### src/rtl/fetch_unit.sv
// -----------------------------------------------------------------------------
// fetch_unit
//
// Instruction fetch front end. It issues word-aligned requests to instruction
// memory, collects the in-order responses into a small prefetch buffer, and
// presents the buffer head to decode. A redirect (taken branch/jump) flushes
// the buffer and restarts fetch at the new target. Responses to requests that
// were still in flight at the redirect are counted and silently dropped.
//
// Parameters
//   RESET_PC  first fetch address after reset
//   DEPTH     prefetch-buffer entries (power of 2, 2..16)
//
// Ports
//   clk, reset_n                     clock, synchronous active-low reset
//   fetch_en                         allows new memory requests
//   imem_req_valid/ready/addr        request channel to instruction memory
//   imem_rsp_valid/data              in-order response channel, no backpressure
//   redirect_valid/pc                flush and refetch from redirect_pc
//   instr_valid/ready/data/pc        buffer head toward decode
// -----------------------------------------------------------------------------
module fetch_unit #(
  parameter logic [31:0] RESET_PC = 32'h0000_0000,
  parameter int unsigned DEPTH    = 4
) (
  input  logic        clk,
  input  logic        reset_n,
  input  logic        fetch_en,
  output logic        imem_req_valid,
  input  logic        imem_req_ready,
  output logic [31:0] imem_req_addr,
  input  logic        imem_rsp_valid,
  input  logic [31:0] imem_rsp_data,
  input  logic        redirect_valid,
  input  logic [31:0] redirect_pc,
  output logic        instr_valid,
  input  logic        instr_ready,
  output logic [31:0] instr_data,
  output logic [31:0] instr_pc
);

  localparam int unsigned PW = $clog2(DEPTH);
  localparam int unsigned CW = $clog2(DEPTH + 1);
  localparam logic [CW:0] DEPTH_C = (CW + 1)'(DEPTH);

  logic [31:0]   mem_q [DEPTH];
  logic [31:0]   fetch_pc_q, fetch_pc_d;
  logic [31:0]   head_pc_q, head_pc_d;
  logic [CW-1:0] count_q, count_d;
  logic [CW-1:0] outst_q, outst_d;
  logic [CW-1:0] drop_q, drop_d;
  logic [PW-1:0] head_q, head_d;
  logic [PW-1:0] tail_q, tail_d;
  logic [CW:0]   inflight;
  logic [31:0]   redirect_aligned;
  logic          req_fire, rsp_fire, push, pop;

  // Targets are forced to word alignment, so the two low bits are never used.
  logic unused_redirect_lsb;
  assign unused_redirect_lsb = ^redirect_pc[1:0];

  assign redirect_aligned = {redirect_pc[31:2], 2'b00};

  // Buffered plus in-flight entries bound new requests: every accepted request
  // already owns a buffer slot, so a response can never find the buffer full.
  assign inflight       = {1'b0, count_q} + {1'b0, outst_q};
  assign imem_req_valid = fetch_en & (inflight < DEPTH_C);
  assign imem_req_addr  = fetch_pc_q;

  assign req_fire = imem_req_valid & imem_req_ready;
  // A response with nothing outstanding is a protocol error and is ignored.
  assign rsp_fire = imem_rsp_valid & (outst_q != '0);
  // Kept responses are written unless they are stale or being flushed now.
  assign push     = rsp_fire & (drop_q == '0) & ~redirect_valid;

  assign instr_valid = (count_q != '0);
  assign instr_data  = instr_valid ? mem_q[head_q] : 32'h0;
  assign instr_pc    = head_pc_q;
  assign pop         = instr_valid & instr_ready;

  always_comb begin
    fetch_pc_d = fetch_pc_q;
    head_pc_d  = head_pc_q;
    head_d     = head_q;
    tail_d     = tail_q;
    drop_d     = drop_q;
    outst_d    = outst_q + CW'(req_fire) - CW'(rsp_fire);
    count_d    = count_q + CW'(push) - CW'(pop);

    if (req_fire) begin
      fetch_pc_d = fetch_pc_q + 32'd4;
    end
    if (rsp_fire && (drop_q != '0)) begin
      drop_d = drop_q - CW'(1);
    end
    if (push) begin
      tail_d = tail_q + PW'(1);
    end
    if (pop) begin
      head_d    = head_q + PW'(1);
      head_pc_d = head_pc_q + 32'd4;
    end

    // The flush wins over the updates above, but it is applied after them:
    // a decode pop this cycle has already happened, and everything still in
    // flight once this cycle's accept/response settle becomes stale.
    if (redirect_valid) begin
      fetch_pc_d = redirect_aligned;
      head_pc_d  = redirect_aligned;
      count_d    = '0;
      head_d     = '0;
      tail_d     = '0;
      drop_d     = outst_d;
    end
  end

  always_ff @(posedge clk) begin
    if (!reset_n) begin
      fetch_pc_q <= RESET_PC;
      head_pc_q  <= RESET_PC;
      count_q    <= '0;
      outst_q    <= '0;
      drop_q     <= '0;
      head_q     <= '0;
      tail_q     <= '0;
    end else begin
      fetch_pc_q <= fetch_pc_d;
      head_pc_q  <= head_pc_d;
      count_q    <= count_d;
      outst_q    <= outst_d;
      drop_q     <= drop_d;
      head_q     <= head_d;
      tail_q     <= tail_d;
    end
  end

  // Buffer storage needs no reset; count_q decides which entries are live.
  always_ff @(posedge clk) begin
    if (push) begin
      mem_q[tail_q] <= imem_rsp_data;
    end
  end

endmodule
### config.mk
export PLATFORM = sky130hd
export DESIGN_NAME = fetch_unit
export DESIGN_NICKNAME = d
export VERILOG_FILES = /design/src/rtl/fetch_unit.sv
export SDC_FILE = /design/constraint.sdc
export NUM_CORES = 1
export LEC_CHECK = 0
export BUFFER_PORTS_ARGS = -buffer_cell sky130_fd_sc_hd__buf_2
export CORE_UTILIZATION = 60
export CTS_CLUSTER_DIAMETER = 50
export CTS_CLUSTER_SIZE = 8
export DETAILED_ROUTE_END_ITERATION = 10
export PLACE_DENSITY = 0.85
export REMOVE_ABC_BUFFERS = 1
export SETUP_SLACK_MARGIN = 0.1
export SYNTH_ARGS = -nofsm -noshare
export SYNTH_HDL_FRONTEND = slang
export SYNTH_SLANG_ARGS = --single-unit
### constraint.sdc
create_clock -name clk -period 6.4 [get_ports clk]
set_input_delay 0 -clock clk [delete_from_list [all_inputs] [get_ports clk]]
set_output_delay 0 -clock clk [all_outputs]
set_load 0.02 [all_outputs]
==> results of run 1 <==
-- metrics by stage --
step	instances	hold slack [ns]	util [%]
final	1114	0.0400	77.4
after global routing	1114	0.0705	77.4
after CTS	1114	0.0174	77.4
after detailed placement	1003	0.217	67.6
after global placement	1003	0.211	67.6
after floorplan	654	0.0989	-
-- flip-flops by register name (all words and copies together) (netlist names), named ones only --
signal         count
outst_q            3
imem_req_addr     30
head_q             2
drop_q             3
mem_q            128
tail_q             2
count_q            3
instr_pc          30
-- cells in the mapped netlist, types with 8 or more instances --
master / number / area (µm²)
sky130_fd_sc_hd__nand3_1: 23 / 115
sky130_fd_sc_hd__a211oi_1: 17 / 128
sky130_fd_sc_hd__nand4_1: 19 / 119
sky130_fd_sc_hd__o31ai_1: 12 / 90.1
sky130_fd_sc_hd__clkbuf_1: 24 / 90.1
sky130_fd_sc_hd__a21oi_1: 16 / 80.1
sky130_fd_sc_hd__and2_1: 46 / 288
sky130_fd_sc_hd__dfxtp_1: 75 / 1500
sky130_fd_sc_hd__or3_1: 14 / 87.6
sky130_fd_sc_hd__nor3_1: 16 / 80.1
sky130_fd_sc_hd__nor4_1: 10 / 62.6
sky130_fd_sc_hd__and3_1: 8 / 50.1
sky130_fd_sc_hd__edfxtp_1: 128 / 3840
sky130_fd_sc_hd__ha_1: 14 / 175
sky130_fd_sc_hd__a31oi_1: 24 / 150
sky130_fd_sc_hd__inv_1: 15 / 56.3
sky130_fd_sc_hd__nor2_1: 17 / 63.8
sky130_fd_sc_hd__o21ai_0: 39 / 195
sky130_fd_sc_hd__and4_1: 19 / 166
sky130_fd_sc_hd__mux4_2: 32 / 721
sky130_fd_sc_hd__xnor2_1: 11 / 96.3
sky130_fd_sc_hd__nand2_1: 21 / 78.8
sky130_fd_sc_hd__xor2_1: 11 / 96.3
sky130_fd_sc_hd__buf_2: 12 / 60.1
sky130_fd_sc_hd__or4_1: 11 / 82.6
-- how the worst min path moves through the flow --
stage / to / slack, ns / cells past startpoint
finish: imem_req_addr[31] / 0.04 / 4
global route: imem_req_addr[31] / 0.07 / 4
CTS: imem_req_addr[31] / 0.02 / 4
detailed placement: mem_q[2][18] / 0.22 / 1
global placement: mem_q[0][15] / 0.21 / 1
floorplan: mem_q[0][0] / 0.1 / 0
-- what timing repair did --
action	CTS	global route
hold buffers	64	0
hold endpoints to repair	184	0
setup buffers	0	0
-- critical path: cells and delay by family (launching register included) --
kind	cells	cell delay, ns
AO/OA/AOI/OAI	1	0.11
XOR/XNOR	2	0.29
adder cells (fa/ha/maj)	4	1.21
buffers and inverters	1	0.04
flip-flops	1	0.40
AND/OR/NAND/NOR	3	0.96
-- routing by layer --
metal / vias up / share of wire [%]
met5: - / 0
met4: 0 / 3.2
met1: 3309 / 39
met2: 382 / 49
met3: 73 / 8.4
li1: 3145 / -
-- cell usage in the layout, fill, tap and decap left out, drive strengths merged, types with 11 or more instances in the layout --
cell	Yosys	layout
ha	14	14
and4	19	19
a211oi	17	17
inv	16	16
nand3	23	23
xnor2	11	11
and2	47	47
nand2	23	23
buf	22	165
dfxtp	75	75
nand4	23	23
edfxtp	128	128
or3	14	14
nor2	17	17
o21ai	39	39
a21oi	16	16
a31oi	24	24
o31ai	12	12
dlygate4sd3	0	64
or4	11	11
nor3	16	16
mux4	32	32
xor2	11	11
clkbuf	25	46
-- cell type report --
class,count,area [µm²]
Sequential cell,203,5350
Tap cell,184,230
Clock buffer,46,790
Clock inverter,1,7.51
Multi-Input combinational cell,434,3430
Timing Repair Buffer,229,1470
Fill cell,894,3300
Inverter,17,66.3
-- report_power, final --
group	internal [mW]	switching (mW)	total [mW]
Sequential	1.47	0.0569	1.53
Clock	0.827	0.522	1.35
Combinational	0.205	0.277	0.482
-- cells by family (layout without fill, tap and decap cells) --
kind of cell | after synthesis | after routing | synth area share, %
flip-flops | 203 | 203 | 59.1
multiplexers | 34 | 34 | 8.18
AND/OR/NAND/NOR | 223 | 223 | 15.3
AO/OA/AOI/OAI | 135 | 135 | 9.66
buffers and inverters | 64 | 293 | 3.28
other | 1 | 4 | 0.0414
adder cells (fa/ha/maj) | 16 | 16 | 2.38
XOR/XNOR | 22 | 22 | 2.13
==> results.py, run 1 <==
metrics = {
    "global_routing": {
        "globalRouteMet2Util_pct": 49.4,
        "use_met1_pct": 35.7,
        "maximum_number_of_pins_on_one_net_before_global_route_repair": 66,
        "global_route.usage.total_pct": 28.6,
        "first_pass_grt_wire_length_mm": 35.4,
        "globalRouteMet3Util_pct": 5.24,
        "antenna_violations_before_repair": 0,
        "overflow_after_grt": 0,
        "global_route.peak_usage_layer": "met2",
        "first_global_vias": 6999,
    },
    "clocking": {
        "ctsHtreeMaxLevel": 1,
        "root_buffer": "sky130_fd_sc_hd__clkbuf_16",
        "worstSkewPairLatency_ns": 0.51,
        "clock_tree_from_tritoncts": "built",
        "clk_pin_slew_worst_paths_ns": 0.05,
        "cts_made_buffers": 29,
        "ctsLongestPathBuffers": 3,
        "clock_sinks": 203,
        "cts.repair.resized": 0,
    },
    "setup_path": {
        "critical_path.reg2reg.endpoint": "drop_q[2]",
        "arrival_ns": 3.52,
        "timing.critical_path.slowest_stage_cell": "sky130_fd_sc_hd__nor4b_4",
        "r2r_depth": 11,
        "timing.critical_path.fanout_max": 11,
        "worst_setup_path_end_kind": "register",
        "list_of_cells_traversed_by_the_critical_path": "ha_1, nor4b_4, nand3_1, ha_1, inv_1, ha_1, fa_1, xnor2_1, xnor2_1, and2_1, o2bb2ai_1",
        "regToRegSetupSlack_ns": 3.28,
        "critPathLaunchType": "register",
        "timing.rr.start": "outst_q[2]",
        "critical-path-top-cell-by-count": "sky130_fd_sc_hd__ha_1",
        "cp.required_ns": 6.79,
        "crit_start": "outst_q[2]",
        "worst_path_largest_cell_delay_ns": 0.51,
        "timing.setup.critical_path_class": "reg2reg",
        "timing.critical_path.to": "drop_q[2]",
    },
    "timing": {
        "finClkSkew_ns": 0.00734,
        "maxClockFrequency_mhz": 320,
        "tightest_slew_ns": 1.10,
        "fin_ws_ns": 3.28,
        "final.setup.tns_ns": 0,
        "slew_viol_final": 0,
        "hold_violations": 0,
        "setup_repair_after_global_routing_missed_its_margin": "no",
        "finalWorstPathRequiredPeriod_ns": 3.12,
        "final_period_util_pct": 48.8,
        "max_slew_margin_pct": 26.8,
        "setup_viol": 0,
    },
    "die": {
        "placementRows": 44,
        "die-area_mm2": 0.0156,
        "boundaryPins": 169,
        "floorplan.initialDensity_pct": 61.8,
        "chipWidth_um": 125,
        "coreArea_mm2": 0.0146,
        "die-height_um": 125,
    },
    "yosys": {
        "ys.warnings.count": 0,
        "synth.avg_cell_area_um2": 13.0,
        "register_area_share_after_synthesis_pct": 59.1,
        "async_reset_ff_share_pct": 0,
        "syn-cell-area_mm2": 0.00905,
        "synthFlopType": "sky130_fd_sc_hd__edfxtp_1",
        "synth_enable_flop_cells": 128,
        "synthesis.instances": 698,
        "synth_seq_cells": 203,
        "ys_types": 54,
    },
    "pwr": {
        "p_leak_nw": 4.25,
        "p_per_cell_area_mw_per_mm2": 296,
        "ir_worst_vdd_uv": 222,
        "p_total_mw": 3.36,
    },
    "detailed_routing": {
        "wl_per_cell_um": 19.9,
        "drtIter0Drc": 572,
        "drtPass1Iterations": 8,
        "detailroute.via_count": 6909,
        "vias_per_cell": 6.20,
        "drt_wl_total_mm": 22.1,
        "drcViolationCount": 16,
        "ant_nets": 0,
    },
    "hold_path": {
        "worst_hold_path_type": "in2reg",
        "hp-start": "redirect_pc[31]",
    },
    "place": {
        "placement.setup.worst_slack_ns": 3.29,
        "dp_hpwl_mm": 13.1,
        "post_dp_cell_area_mm2": 0.00990,
        "finalWeightedCongestion": 0.841,
        "io_buffer_count": 162,
    },
    "layout": {
        "antenna_cells": 0,
        "flow.area_growth_from_synthesis_pct": 25.3,
        "layout-drive-gt1-share_pct": 26.0,
        "finalNetCount": 1001,
        "stdcell_area_mm2": 0.0113,
    },
    "outcome": {
        "outcome": "complete, but fails checks",
        "violations_in_the_final_reports": "design-rule violations",
    },
    "job": {
        "cap_viol_max_count": 0,
    },
}
No activity file was read; power rests on OpenSTA's default activity.
==> run 2, diff against run 1 <==
CORE_UTILIZATION = 56   (was 60)
PLACE_DENSITY = 0.8   (was 0.85)
clock period = 3 ns   (was 6.4 ns; I/O delays follow)
==> run 2 against run 1 <==
The flow now finishes without violations. Sequential power grew 110%. Global-route usage shrank 1.5 points. Via count about the same. Register-to-register slack worse by 3.0 ns. Critical endpoint unchanged. Largest power group unchanged.
==> results.py, run 2 (synthesis gave the netlist of run 1 again) <==
metrics = {
    "setup_path": {
        "cp_num_buf_inv": 1,
        "arrival_ns": 3.12,
        "timing.critical_path.slowest_stage_cell": "sky130_fd_sc_hd__fa_1",
        "timing.rr.start": "count_q[2]",
        "timing.critical_path.fanout_max": 4,
        "cp.required_ns": 3.39,
        "crit_family": "adder cells",
        "worst_setup_path_end_kind": "register",
        "critPathLaunchType": "register",
        "timing.setup.critical_path_class": "reg2reg",
        "critical-path-top-cell-by-count": "sky130_fd_sc_hd__ha_1",
        "list_of_cells_traversed_by_the_critical_path": "ha_1, nor4b_4, nand3_1, ha_1, inv_1, ha_1, fa_1, xnor2_1, xnor2_1, and2_1, o2bb2ai_1",
        "worst_path_largest_cell_delay_ns": 0.40,
        "crit_start": "count_q[2]",
        "regToRegSetupSlack_ns": 0.28,
    },
    "layout": {
        "layout-drive-gt1-share_pct": 27.1,
        "stdcell_count": 1164,
        "finalNetCount": 1019,
        "regMostFlops": "mem_q",
        "postLayoutCoreUtil_pct": 72.9,
        "layout_common_cells": "sky130_fd_sc_hd__buf_2, sky130_fd_sc_hd__edfxtp_1, sky130_fd_sc_hd__dfxtp_1, sky130_fd_sc_hd__dlygate4sd3_1, sky130_fd_sc_hd__and2_1",
        "mostFrequentLayoutCell": "sky130_fd_sc_hd__buf_2",
        "antenna_cells": 0,
        "flow.area_growth_from_synthesis_pct": 27.4,
        "largest_reg_flops": 128,
    },
    "timing": {
        "maxClockFrequency_mhz": 367,
        "tightest_slew_ns": 0.740,
        "max_slew_margin_pct": 50.7,
        "finClkSkew_ns": 0.00933,
        "final_period_util_pct": 90.8,
        "final.setup.tns_ns": 0,
        "finalWorstPathRequiredPeriod_ns": 2.72,
        "hold_violations": 0,
        "setup_repair_after_global_routing_missed_its_margin": "no",
        "slew_viol_final": 0,
        "setup_viol": 0,
    },
    "clocking": {
        "hold_buffers": 67,
        "post_cts_buffers": 0,
        "clk_pin_slew_worst_paths_ns": 0.05,
        "clock_sinks": 203,
        "ctsLongestPathBuffers": 3,
        "clock_tree_from_tritoncts": "built",
        "cts.repair.resized": 0,
        "ctsHtreeMaxLevel": 1,
        "root_buffer": "sky130_fd_sc_hd__clkbuf_16",
        "worstSkewPairLatency_ns": 0.51,
        "cts_made_buffers": 29,
    },
    "detailed_routing": {
        "drcViolationCount": 0,
        "vias_per_cell": 5.94,
        "detailroute.via_count": 6915,
        "ant_nets": 0,
        "wl_per_cell_um": 19.3,
        "drtIter0Drc": 468,
        "drtPass1Iterations": 5,
        "drt_wl_total_mm": 22.4,
    },
    "pwr": {
        "p_per_cell_area_mw_per_mm2": 622,
        "p_total_mw": 7.18,
        "ir_worst_vdd_uv": 443,
        "p_leak_nw": 4.35,
    },
    "hold_path": {
        "hp-start": "redirect_pc[31]",
        "worst_hold_path_type": "in2reg",
    },
    "die": {
        "placementRows": 46,
        "coreArea_mm2": 0.0158,
        "boundaryPins": 169,
        "die-height_um": 129,
        "chipWidth_um": 129,
        "die-area_mm2": 0.0167,
        "floorplan.initialDensity_pct": 57.2,
    },
    "job": {
        "cap_viol_max_count": 0,
    },
    "global_routing": {
        "global_route.peak_usage_layer": "met2",
        "maximum_number_of_pins_on_one_net_before_global_route_repair": 64,
        "overflow_after_grt": 0,
        "use_met1_pct": 33.5,
        "first_global_vias": 6905,
        "global_route.usage.total_pct": 27.1,
        "globalRouteMet3Util_pct": 5.33,
        "globalRouteMet2Util_pct": 46.8,
        "antenna_violations_before_repair": 0,
        "first_pass_grt_wire_length_mm": 34.9,
    },
    "place": {
        "finalWeightedCongestion": 0.888,
        "io_buffer_count": 162,
        "dp_hpwl_mm": 14.3,
        "placed_cell_count": 1050,
    },
    "outcome": {
        "outcome": "complete, no violations",
    },
}
run 2: changes by cell type in the layout (fill, tap and decap cells not counted), sizes merged:
| cell | before | now |
|---|---|---|
| buf | 165 | 180 |
| dlygate4sd3 | 64 | 67 |
run 2: where the power goes:
part	internal (mW)	leakage [nW]	switching, mW
logic	0.464	2.20	0.604
clock network	1.76	0.378	1.09
registers	3.13	1.77	0.122
run 2: cell type report:
| cell class | instances | area (µm²) |
|---|---|---|
| Clock inverter | 1 | 7.51 |
| Tap cell | 216 | 270 |
| Timing Repair Buffer | 247 | 1630 |
| Fill cell | 1057 | 4290 |
| Clock buffer | 46 | 790 |
| Sequential cell | 203 | 5350 |
| Multi-Input combinational cell | 434 | 3430 |
| Inverter | 17 | 66.3 |
run 2: worst register-to-register path: stages (launching register included):
cell and delay [ns]:
sky130_fd_sc_hd__dfxtp_1 0.34, sky130_fd_sc_hd__ha_1 0.33, sky130_fd_sc_hd__nor4b_4 0.30, sky130_fd_sc_hd__nand3_1 0.14
sky130_fd_sc_hd__ha_1 0.29, sky130_fd_sc_hd__inv_1 0.04, sky130_fd_sc_hd__ha_1 0.20, sky130_fd_sc_hd__fa_1 0.40
sky130_fd_sc_hd__xnor2_1 0.16, sky130_fd_sc_hd__xnor2_1 0.13, sky130_fd_sc_hd__and2_1 0.17, sky130_fd_sc_hd__o2bb2ai_1 0.12
run 2: path summary, 6_finish.rpt:
path | to | cells after the start
setup / recovery | drop_q[2] | 11
hold / removal | imem_req_addr[31] | 4
setup reg to reg | drop_q[2] | 11
hold reg to reg | imem_req_addr[31] | 1
run 2: routing by layer:
| layer | share of wire [%] | vias to the layer above |
|---|---|---|
| li1 | - | 3198 |
| met1 | 41 | 3358 |
| met2 | 49 | 305 |
| met3 | 6.9 | 54 |
| met4 | 3.1 | 0 |
| met5 | 0 | - |
run 2: through the flow:
stage / hold WS, ns / setup slack [ns] / cell area, µm²
2_1_floorplan: 0.0989 / 0.140 / 8830
3_3_place_gp: 0.210 / 0.410 / 10100
3_5_place_dp: 0.218 / 0.315 / 10100
4_1_cts: 0.0262 / 0.262 / 11500
5_1_grt: 0.0313 / 0.109 / 11500
6_report: 0.0430 / 0.277 / 11500
==> run 3, diff against run 2 <==
MAX_ROUTING_LAYER = met4   (was unset)
==> run 3 against run 2 <==
Clock power is essentially flat. Flip-flop and latch count is the same. Via count grew 0.14%. Routed wire length shrank 0.29%. Clock skew shrank 0.00078 ns. Critical path depth is the same. Worst hold slack gained 0.058 ns. Sequential share of layout area is essentially flat.
==> results.py, run 3 (synthesis gave the netlist of run 1 again) <==
metrics = {
    "outcome": {
        "outcome": "complete, no violations",
    },
    "place": {
        "placement.setup.worst_slack_ns": 0.312,
        "io_buffer_count": 162,
        "post_dp_cell_area_mm2": 0.0101,
        "finalWeightedCongestion": 0.916,
        "dp_hpwl_mm": 14.4,
        "placed_cell_count": 1049,
    },
    "setup_path": {
        "worst-path-stages": 11,
        "crit_family": "adder cells",
        "critical-path-top-cell-by-count": "sky130_fd_sc_hd__ha_1",
        "arrival_ns": 3.09,
        "r2r_depth": 11,
        "list_of_cells_traversed_by_the_critical_path": "ha_1, nor4b_4, nand3_1, ha_1, inv_1, ha_1, fa_1, xnor2_1, xnor2_1, and2_1, o2bb2ai_1",
        "timing.critical_path.slowest_stage_cell": "sky130_fd_sc_hd__fa_1",
        "critPathLaunchType": "register",
        "worst_setup_path_end_kind": "register",
        "timing.rr.start": "count_q[2]",
        "cp_num_buf_inv": 1,
        "regToRegSetupSlack_ns": 0.31,
        "cp.required_ns": 3.40,
        "timing.critical_path.fanout_max": 4,
        "worst_path_largest_cell_delay_ns": 0.38,
        "critical_path.reg2reg.endpoint": "drop_q[2]",
        "crit_start": "count_q[2]",
        "timing.setup.critical_path_class": "reg2reg",
        "timing.critical_path.to": "drop_q[2]",
    },
    "timing": {
        "worst_hold_slack_ns": 0.101,
        "hold_violations": 0,
        "final.setup.tns_ns": 0,
        "setup_repair_after_global_routing_missed_its_margin": "no",
        "final_period_util_pct": 89.6,
        "setup_viol": 0,
        "maxClockFrequency_mhz": 372,
        "tightest_slew_ns": 0.720,
        "finalWorstPathRequiredPeriod_ns": 2.69,
        "slew_viol_final": 0,
        "finClkSkew_ns": 0.00855,
        "max_slew_margin_pct": 52.0,
        "fin_ws_ns": 0.312,
    },
    "clocking": {
        "post_cts_buffers": 0,
        "cts_made_buffers": 29,
        "clock_sinks": 203,
        "clk_pin_slew_worst_paths_ns": 0.05,
        "worstSkewPairLatency_ns": 0.52,
        "cts.repair.resized": 0,
        "hold_buffers": 67,
        "root_buffer": "sky130_fd_sc_hd__clkbuf_16",
        "ctsHtreeMaxLevel": 1,
        "ctsLongestPathBuffers": 3,
        "clock_tree_from_tritoncts": "built",
    },
    "pwr": {
        "p_total_mw": 7.20,
        "p_per_cell_area_mw_per_mm2": 624,
        "p_leak_nw": 4.35,
        "ir_worst_vdd_uv": 433,
    },
    "global_routing": {
        "first_pass_grt_wire_length_mm": 34.8,
        "first_global_vias": 6966,
        "global_route.usage.total_pct": 27.8,
        "overflow_after_grt": 0,
        "maximum_number_of_pins_on_one_net_before_global_route_repair": 81,
        "antenna_violations_before_repair": 0,
    },
    "die": {
        "die-height_um": 129,
        "die-area_mm2": 0.0167,
        "placementRows": 46,
        "floorplan.initialDensity_pct": 57.2,
        "coreArea_mm2": 0.0158,
        "chipWidth_um": 129,
        "boundaryPins": 169,
    },
    "layout": {
        "finalNetCount": 1018,
        "mostFrequentLayoutCell": "sky130_fd_sc_hd__buf_2",
        "layout_common_cells": "sky130_fd_sc_hd__buf_2, sky130_fd_sc_hd__edfxtp_1, sky130_fd_sc_hd__dfxtp_1, sky130_fd_sc_hd__dlygate4sd3_1, sky130_fd_sc_hd__and2_1",
        "postLayoutCoreUtil_pct": 72.9,
        "flow.area_growth_from_synthesis_pct": 27.4,
        "layout-drive-gt1-share_pct": 27.0,
        "largest_reg_flops": 128,
        "stdcell_area_mm2": 0.0115,
        "antenna_cells": 0,
        "stdcell_count": 1165,
        "regMostFlops": "mem_q",
    },
    "detailed_routing": {
        "ant_nets": 0,
        "wl_per_cell_um": 19.2,
        "drt_wl_total_mm": 22.4,
        "drtPass1Iterations": 5,
        "vias_per_cell": 5.94,
        "drtIter0Drc": 495,
        "detailroute.via_count": 6925,
        "drcViolationCount": 0,
    },
    "hold_path": {
        "worst_hold_path_type": "in2reg",
    },
    "job": {
        "cap_viol_max_count": 0,
    },
}
[run 3: changes by cell type in the layout (fill, tap and decap cells not counted)]
cell                         delta
sky130_fd_sc_hd__clkinv_2       +1
sky130_fd_sc_hd__clkinvlp_4     -1
sky130_fd_sc_hd__buf_4          -1
sky130_fd_sc_hd__clkbuf_1       +2
[run 3: area by class of cell]
type,count,area (µm²)
Inverter,17,66.3
Multi-Input combinational cell,434,3430
Tap cell,216,270
Timing Repair Buffer,246,1620
Sequential cell,203,5350
Clock buffer,48,797
Fill cell,1071,4300
Clock inverter,1,5.00
[run 3: metal layers]
metal / vias up / share of wire, % / track usage [%]
met5: - / 0 / -
met4: 0 / 2.2 / 9.27
met3: 41 / 7.3 / 5.41
met2: 316 / 51 / 48.2
met1: 3382 / 40 / 32.5
li1: 3186 / - / -
[run 3: worst register-to-register path, stage by stage, from the launching register on]
cell and delay (ns):
sky130_fd_sc_hd__dfxtp_1 0.35, sky130_fd_sc_hd__ha_1 0.34, sky130_fd_sc_hd__nor4b_4 0.29, sky130_fd_sc_hd__nand3_1 0.14
sky130_fd_sc_hd__ha_1 0.30, sky130_fd_sc_hd__inv_1 0.04, sky130_fd_sc_hd__ha_1 0.18, sky130_fd_sc_hd__fa_1 0.38
sky130_fd_sc_hd__xnor2_1 0.15, sky130_fd_sc_hd__xnor2_1 0.12, sky130_fd_sc_hd__and2_1 0.17, sky130_fd_sc_hd__o2bb2ai_1 0.12
[run 3: worst min path at each step]
stage	startpoint	end	slack (ns)	depth (start not counted)
final	reset_n	imem_req_addr[28]	0.10	3
after detailed placement	imem_rsp_data[4]	mem_q[2][4]	0.22	1
after CTS	reset_n	imem_req_addr[28]	0.08	3
after floorplan	imem_rsp_data[0]	mem_q[0][0]	0.1	0
after global placement	imem_rsp_data[27]	mem_q[0][27]	0.21	1
after global routing	reset_n	instr_pc[29]	0.13	3
[run 3: power by group]
group,internal [mW],switching (mW)
clock network,1.78,1.11
logic,0.461,0.594
registers,3.13,0.127
total,5.37,1.83
